`src/rtl/mem_arb_pkg.sv`:
```
// Shared types and constants for the unified I/D memory port arbiter.
// Imported by mem_port_arbiter and its timeout counter.
package mem_arb_pkg;

  typedef enum logic [1:0] {
    ARB_IDLE   = 2'd0,
    ARB_BUSY_I = 2'd1,
    ARB_BUSY_D = 2'd2
  } arb_state_e;

  localparam logic GRANT_I = 1'b0;
  localparam logic GRANT_D = 1'b1;

  localparam logic [31:0] ABORT_RDATA = 32'hDEAD_BEEF;

endpackage

```
`src/rtl/arb_timeout_cnt.sv`:
```
// BUSY-cycle watchdog for the arbiter; built only with MEM_ARB_TIMEOUT_EN.
// expired is a flop so the abort lines up with the LIMIT-th BUSY cycle.
module arb_timeout_cnt #(
  parameter int LIMIT = 16
) (
  input  logic clk,
  input  logic rst,
  input  logic clr,
  input  logic inc,
  output logic expired
);

  localparam int CW = $clog2(LIMIT + 1);

  logic [CW-1:0] cnt_q, cnt_d;
  logic          exp_q, exp_d;

  always_comb begin
    cnt_d = cnt_q;
    exp_d = exp_q;
    if (clr) begin
      cnt_d = '0;
      exp_d = 1'b0;
    end else if (inc) begin
      cnt_d = cnt_q + 1'b1;
      // count is about to reach LIMIT-1
      exp_d = (cnt_q == CW'(LIMIT - 2));
    end
  end

  always_ff @(posedge clk) begin
    if (!rst) begin
      cnt_q <= '0;
      exp_q <= 1'b0;
    end else begin
      cnt_q <= cnt_d;
      exp_q <= exp_d;
    end
  end

  assign expired = exp_q;

endmodule

```
`src/rtl/mem_port_arbiter.sv`:
```
// Round-robin arbiter sharing one memory port between fetch (I) and load/store (D).
// Define MEM_ARB_TIMEOUT_EN to abort BUSY after TIMEOUT_CYCLES with arb_err.
module mem_port_arbiter
  import mem_arb_pkg::*;
#(
  parameter int AW             = 32,
  parameter int DW             = 32,
  parameter int TIMEOUT_CYCLES = 16
) (
  input  logic            clk,
  input  logic            rst,
  input  logic            i_req,
  input  logic [AW-1:0]   i_addr,
  output logic            i_ack,
  output logic [DW-1:0]   i_rdata,
  input  logic            d_req,
  input  logic            d_we,
  input  logic [AW-1:0]   d_addr,
  input  logic [DW-1:0]   d_wdata,
  input  logic [DW/8-1:0] d_be,
  output logic            d_ack,
  output logic [DW-1:0]   d_rdata,
  output logic            mem_req,
  output logic            mem_we,
  output logic [AW-1:0]   mem_addr,
  output logic [DW-1:0]   mem_wdata,
  output logic [DW/8-1:0] mem_be,
  input  logic [DW-1:0]   mem_rdata,
  input  logic            mem_ready,
  output logic            arb_err
);

  arb_state_e      state_q, state_d;
  logic            last_grant_q, last_grant_d;
  logic            mem_req_q, mem_req_d;
  logic            mem_we_q, mem_we_d;
  logic [AW-1:0]   mem_addr_q, mem_addr_d;
  logic [DW-1:0]   mem_wdata_q, mem_wdata_d;
  logic [DW/8-1:0] mem_be_q, mem_be_d;

  logic busy, abort, done;
  logic grant_i, grant_d;
  logic [DW-1:0] rdata;

  assign busy = (state_q != ARB_IDLE);

`ifdef MEM_ARB_TIMEOUT_EN
  logic expired;

  arb_timeout_cnt #(
    .LIMIT (TIMEOUT_CYCLES)
  ) u_tmo (
    .clk     (clk),
    .rst     (rst),
    .clr     (!busy),
    .inc     (busy && !mem_ready && !expired),
    .expired (expired)
  );

  assign abort = busy && expired;
`else
  logic unused_tmo;
  assign unused_tmo = ^32'(TIMEOUT_CYCLES);
  assign abort      = 1'b0;
`endif

  assign done    = busy && (mem_ready || abort);
  assign grant_i = i_req && (!d_req || last_grant_q == GRANT_D);
  assign grant_d = d_req && !grant_i;

  always_comb begin
    state_d      = state_q;
    last_grant_d = last_grant_q;
    mem_we_d     = mem_we_q;
    mem_addr_d   = mem_addr_q;
    mem_wdata_d  = mem_wdata_q;
    mem_be_d     = mem_be_q;
    if (state_q == ARB_IDLE) begin
      unique case (1'b1)
        grant_i: begin
          state_d      = ARB_BUSY_I;
          last_grant_d = GRANT_I;
          mem_we_d     = 1'b0;
          mem_addr_d   = i_addr;
          mem_wdata_d  = '0;
          mem_be_d     = '1;
        end
        grant_d: begin
          state_d      = ARB_BUSY_D;
          last_grant_d = GRANT_D;
          mem_we_d     = d_we;
          mem_addr_d   = d_addr;
          mem_wdata_d  = d_wdata;
          mem_be_d     = d_be;
        end
        default: ;
      endcase
    end else if (done) begin
      state_d = ARB_IDLE;
    end
    mem_req_d = (state_d != ARB_IDLE);
  end

  always_ff @(posedge clk) begin
    if (!rst) begin
      state_q      <= ARB_IDLE;
      last_grant_q <= GRANT_D;
      mem_req_q    <= 1'b0;
      mem_we_q     <= 1'b0;
      mem_addr_q   <= '0;
      mem_wdata_q  <= '0;
      mem_be_q     <= '0;
    end else begin
      state_q      <= state_d;
      last_grant_q <= last_grant_d;
      mem_req_q    <= mem_req_d;
      mem_we_q     <= mem_we_d;
      mem_addr_q   <= mem_addr_d;
      mem_wdata_q  <= mem_wdata_d;
      mem_be_q     <= mem_be_d;
    end
  end

  // a transaction cut by reset must never ack
  assign i_ack = rst && done && (state_q == ARB_BUSY_I);
  assign d_ack = rst && done && (state_q == ARB_BUSY_D);

  assign rdata   = abort ? DW'(ABORT_RDATA) : mem_rdata;
  assign i_rdata = rdata;
  assign d_rdata = rdata;

  assign mem_req   = mem_req_q;
  assign mem_we    = mem_we_q;
  assign mem_addr  = mem_addr_q;
  assign mem_wdata = mem_wdata_q;
  assign mem_be    = mem_be_q;
  assign arb_err   = abort;

endmodule
```
`config.mk`:
```
export PLATFORM = sky130hd
export DESIGN_NAME = mem_port_arbiter
export DESIGN_NICKNAME = d
export VERILOG_FILES = /design/src/rtl/mem_arb_pkg.sv /design/src/rtl/arb_timeout_cnt.sv /design/src/rtl/mem_port_arbiter.sv
export SDC_FILE = /design/constraint.sdc
export NUM_CORES = 1
export LEC_CHECK = 0
export ABC_AREA = 1
export CORE_MARGIN = 1.5
export CORE_UTILIZATION = 34
export CTS_BUF_LIST = sky130_fd_sc_hd__clkbuf_16
export CTS_CLUSTER_SIZE = 8
export DETAILED_ROUTE_END_ITERATION = 12
export PLACE_DENSITY_LB_ADDON = 0.08
export SLEW_MARGIN = 25
export SYNTH_ARGS = -nofsm -noshare
export SYNTH_HDL_FRONTEND = slang
export SYNTH_HIERARCHICAL = 1
export SYNTH_SLANG_ARGS = --single-unit
```
`constraint.sdc`:
```
create_clock -name clk -period 1.91 [get_ports clk]
set_clock_uncertainty 0.2 [all_clocks]
set_input_delay 0.382 -clock clk [delete_from_list [all_inputs] [get_ports clk]]
set_output_delay 0.382 -clock clk [all_outputs]
set_load 0.02 [all_outputs]
```
# Word-level counts from Yosys, hierarchy flattened
# Index checks and enable logic that the tools add are counted.
word_totals:
  n_memories: 0
  input_bits: 138
  ff_bits: 73
  mem_bits_ro: 0
  latchBits: 0
  ramBits: 0
classes:
  muxes: 8
  eq_ne: 2
  magnitude_cmp: 0
  n_reduce_logical: 14
  mul: 0
  div_mod_pow: 0
  bitwise_logic: 0
  n_addsub: 0
  n_shift: 0
op_table:
  columns: ["cell", "n"]
  rows:
  - ["$pmux 32 s2", 2]
  - ["$pmux 4 s2", 1]
  - ["$logic_and 1x1->1", 6]
  - ["$reduce_bool 2->1", 3]
  - ["$mux 2", 2]
  - ["$pmux 1 s2", 2]
  - ["$pmux 2 s2", 1]
  - ["$eq 2x1->1 const B", 1]
  - ["$eq 2x2->1 const B", 1]
  - ["$logic_not 1->1", 2]
  - ["$logic_not 2->1", 1]
  - ["$reduce_and 2->1", 1]
  - ["$logic_or 1x1->1", 1]

# Longest topological paths before layout
depth:
  ltp_word: 8
  ltp_mapped: 8
  ltp_nobuf: 7

# Least setup slack after synthesis
# OpenSTA, ideal clock, no wires.
synth_timing:
  path_kind: "input to output"
  startpoint: "input port rst"
  endpoint: "output port d_ack"
  n_path_buf: 1
  arrival_time_ps: 1250
  setup_slack_ps: 78
  stages: 3
  path_cell_list: "inv_1 > clkbuf_1 > nor4_1"
synth_via:
  elab_chain_cells: 2
synth_lines:
  columns: ["element", "line_no", "text"]
  rows:
  - ["from (decl)", "mem_port_arbiter.sv:11", "input logic rst,"]
  - ["$logic_and 1x1->1 (2 in a row)", "mem_port_arbiter.sv:126", "assign d_ack = rst && done && (state_q == ARB_BUSY_D);"]
  - ["to (decl)", "mem_port_arbiter.sv:21", "output logic d_ack,"]
# No other way between the ends.

# Worst setup path in the final report
layout_timing:
  startpoint: "register mem_be_q[0] (netlist: mem_be[0])"
  endpoint: "output port mem_be[0]"
layout_rtl:
  columns: ["element", "line_no", "text"]
  rows:
  - ["from (decl)", "mem_port_arbiter.sv:39", "logic [DW/8-1:0] mem_be_q, mem_be_d;"]
  - ["from (signal assigned)", "mem_port_arbiter.sv:120", "mem_be_q <= mem_be_d;"]
  - ["to (decl)", "mem_port_arbiter.sv:27", "output logic [DW/8-1:0] mem_be,"]
# No word-level cell between the ends.

==> flow_metrics.env <==
export IMPL_leakagePower_nw=2.50
export IMPL_grt_met2_usage_pct=27.0
export IMPL_ff_latch_area_sq_um=1460
export IMPL_num_rows=37
export IMPL_hold_slack_ns=0.263
export IMPL_rsz0062_at_grt="no"
export IMPL_synth_area_leaders="dfxtp_1 40%, buf_4 15%, nand2_1 14%"
export IMPL_multi_input_area_sq_um=1400
export IMPL_fin_crit_ns=1.88
export IMPL_synth_async_sr_flop_share_pct=0
export IMPL_drt_initial_drc_count=136
export IMPL_place_detailed_hpwl_um=6730
export IMPL_track_usage_pct=16.7
export IMPL_grt_use_met1_pct=20.0
export IMPL_rr_worst_depth=8
export IMPL_clock_path_buffers=2
export IMPL_crit_slowest_cell="clkdlybuf4s50_1"
export IMPL_globalplace_congestion=0.791
export IMPL_reg2reg_slack_ns=0.36
export IMPL_synth_net_count=669
export IMPL_antenna_found_initial=0
export IMPL_dp_slack_ns=-0.545
export IMPL_syn_area_per_cell_sq_um=6.84
export IMPL_status="finished, final reports clean"
export IMPL_via_count=3439
export IMPL_drc=0
export IMPL_critPathTopFamily="buffers and inverters"
export IMPL_busiest_layer="met2"
export IMPL_worstPathCellList="clkdlybuf4s50_1"
export IMPL_tightestPinTransition_ns=0.562
export IMPL_core_area_sq_um=10300
export IMPL_first_pass_iters=4
export IMPL_hold_viol_final=0
export IMPL_io_pins=275
export IMPL_clkTransAtPathRegs_ns=0.06
export IMPL_pwr_density_cell_nw_per_um2=861
export IMPL_start_util_pct=35.2
export IMPL_min_path_type="flip-flop to flip-flop"
export IMPL_grt_pass1_vias=3231
export IMPL_ys_flop_type="dfxtp_1"
export IMPL_hold_end="mem_wdata[25]$_SDFFE_PN0P_"
export IMPL_setup_viol=0
export IMPL_clk_latency_ns=0.32
export IMPL_grt_pass1_wl_um=15200
export IMPL_peakVddDrop_uv=470
export IMPL_startpoint_type="flip-flop"
export IMPL_worstPathRequired_ns=1.33
export IMPL_rr_endpoint="mem_addr[27]$_SDFFE_PN0P_"
export IMPL_crit_buf_inv=1
export IMPL_critPathKind="flip-flop to output pin"
export IMPL_fin_util_pct=53.0
export IMPL_syn_inst=531
export IMPL_hold_buffers=0
export IMPL_nFillCells=1020
export IMPL_hp_start="mem_wdata[25]$_SDFFE_PN0P_"
export IMPL_cp_depth=1
export IMPL_yosysTopAreaCell="dfxtp_1"
export IMPL_cp_max_fo=2
export IMPL_final_nets=782
export IMPL_synth_edff_count=0
export IMPL_die_area_sq_um=11300
export IMPL_drive_gt1_share_pct=7.09
export IMPL_yosysWarnings=6
export IMPL_antenna_cells=0
export IMPL_arrival_ns=1.30
export IMPL_syn_area_sq_um=3630
export IMPL_cp_end_kind="output pin"
export IMPL_setup_tns_ns=0
export IMPL_cap_violations=0
export IMPL_area_delta_synth_final_pct=50.8
export IMPL_period_share_pct=98.3
export IMPL_finalPower_w=0.00471
export IMPL_die_w_um=106
export IMPL_yosysTopAreaCellShare_pct=40.2
export IMPL_met3_usage_pct=6.62
export IMPL_critPathMaxStageDelay_ns=0.63
export IMPL_max_freq_mhz=533
export IMPL_relSlewSlack_pct=62.5
export IMPL_netlist_cell_type_count=20
export IMPL_grt_start_max_net_pins=54
export IMPL_viasPerCell=4.38
export IMPL_fp_dieH_um=106
export IMPL_cts_tree="done"
export IMPL_root_buffer="clkbuf_16"
export IMPL_synth_seq_area_share_pct=40.2
export IMPL_cts_sinks=73
export IMPL_rr_startpoint="state_q[1]$_SDFF_PN0_"
export IMPL_cts_inserted_buffers=9
export IMPL_fin_ws_ns=0.0329
export IMPL_wl_per_cell_um=12.0
export IMPL_ys_seq_elements=73
export IMPL_cts_max_level=3
export IMPL_routed_wl_um=9440
export IMPL_report_final_slew_viol_count=0
export IMPL_portBuffers=177
export IMPL_overflow=0
export IMPL_worstHoldPathCells=2
export IMPL_drtAntennaViolNets=0
==> metrics by stage <==
stage | instance area, sq um | instances
CTS | 5460 | 785
floorplan | 3630 | 531
finish | 5480 | 785
detailed placement | 5160 | 769
global route | 5480 | 785
global placement | 5160 | 769
==> cell type report <==
| cell class | instances | share of cell area [%] |
|---|---|---|
| inverter | 39 | 2.67 |
| clock buffer | 9 | 4.11 |
| tap | 136 | 3.11 |
| timing repair buffer | 197 | 36.6 |
| sequential | 73 | 26.7 |
| clock inverter | 7 | 1.26 |
| multi-input combinational | 324 | 25.6 |
==> power by group <==
group	total, W	internal, W	switching [W]
registers	0.00175	0.00167	0.0000749
clock network	0.00165	0.00101	0.000641
logic	0.00132	0.000651	0.000668
total	0.00471	0.00333	0.00138
==> cells in the final DEF, fill, tap and decap left out, types with 3 or more instances in the layout <==
master             n
nand3_1           66
nand2_1          139
clkdlybuf4s50_1  167
buf_12             6
dlymetal6s2s_1     6
dfxtp_1           72
o21ai_0            4
inv_2              3
inv_1             36
buf_4             15
nor2_1            72
clkbuf_16          9
a21oi_1           33
==> synth_stat cells, types with 2 or more instances <==
cell / n
nand2_1: 139
buf_4: 73
dfxtp_1: 73
nor2_1: 72
nand3_1: 66
inv_1: 38
a21oi_1: 33
buf_2: 15
clkbuf_1: 5
o21ai_0: 4
buf_1: 2
nor2_2: 2
nor4_1: 2
==> timing repair <==
| item | CTS | global route |
|---|---|---|
| buffers inserted | 0 | 0 |
| gates resized for setup | 16 | 7 |
| setup endpoints to repair | 2 | 7 |
| pin swaps | 2 | 0 |
==> cells by family (layout without fill, tap and decap cells) <==
kind of cell	Yosys count	after routing	synth area share (%)
and+or+nand+nor	282	282	31.7
buffers and inverters	134	252	21.9
DFF	73	73	40.2
AOI/OAI and AO/OA	41	41	6.00
other	1	1	0.103
==> state kept, by name, indices dropped and copies added (netlist names) <==
signal	count
mem_req	1
mem_we	1
mem_wdata	32
mem_be	4
state_q	2
mem_addr	32
last_grant_q	1
==> tightest hold or removal path, stage by stage (launching register included) <==
cell	delay [ns]
dfxtp_1	0.31
nand2_1	0.06
a21oi_1	0.05
==> worst max-delay path by stage <==
stage / startpoint / end
after global routing: mem_addr[10]$_SDFFE_PN0P_ / mem_addr[10]
final: mem_be[0]$_SDFFE_PN0P_ / mem_be[0]
after detailed placement: mem_ready / d_ack
after CTS: mem_addr[11]$_SDFFE_PN0P_ / mem_addr[11]
after global placement: mem_ready / d_ack
after floorplan: rst / d_ack
==> layer usage <==
metal | up-vias | part of all wire, %
met5 | - | 0
met4 | 0 | 1.4
li1 | 1808 | -
met3 | 17 | 10
met1 | 1480 | 43
met2 | 134 | 45
No activity file was read; power rests on OpenSTA's default activity.
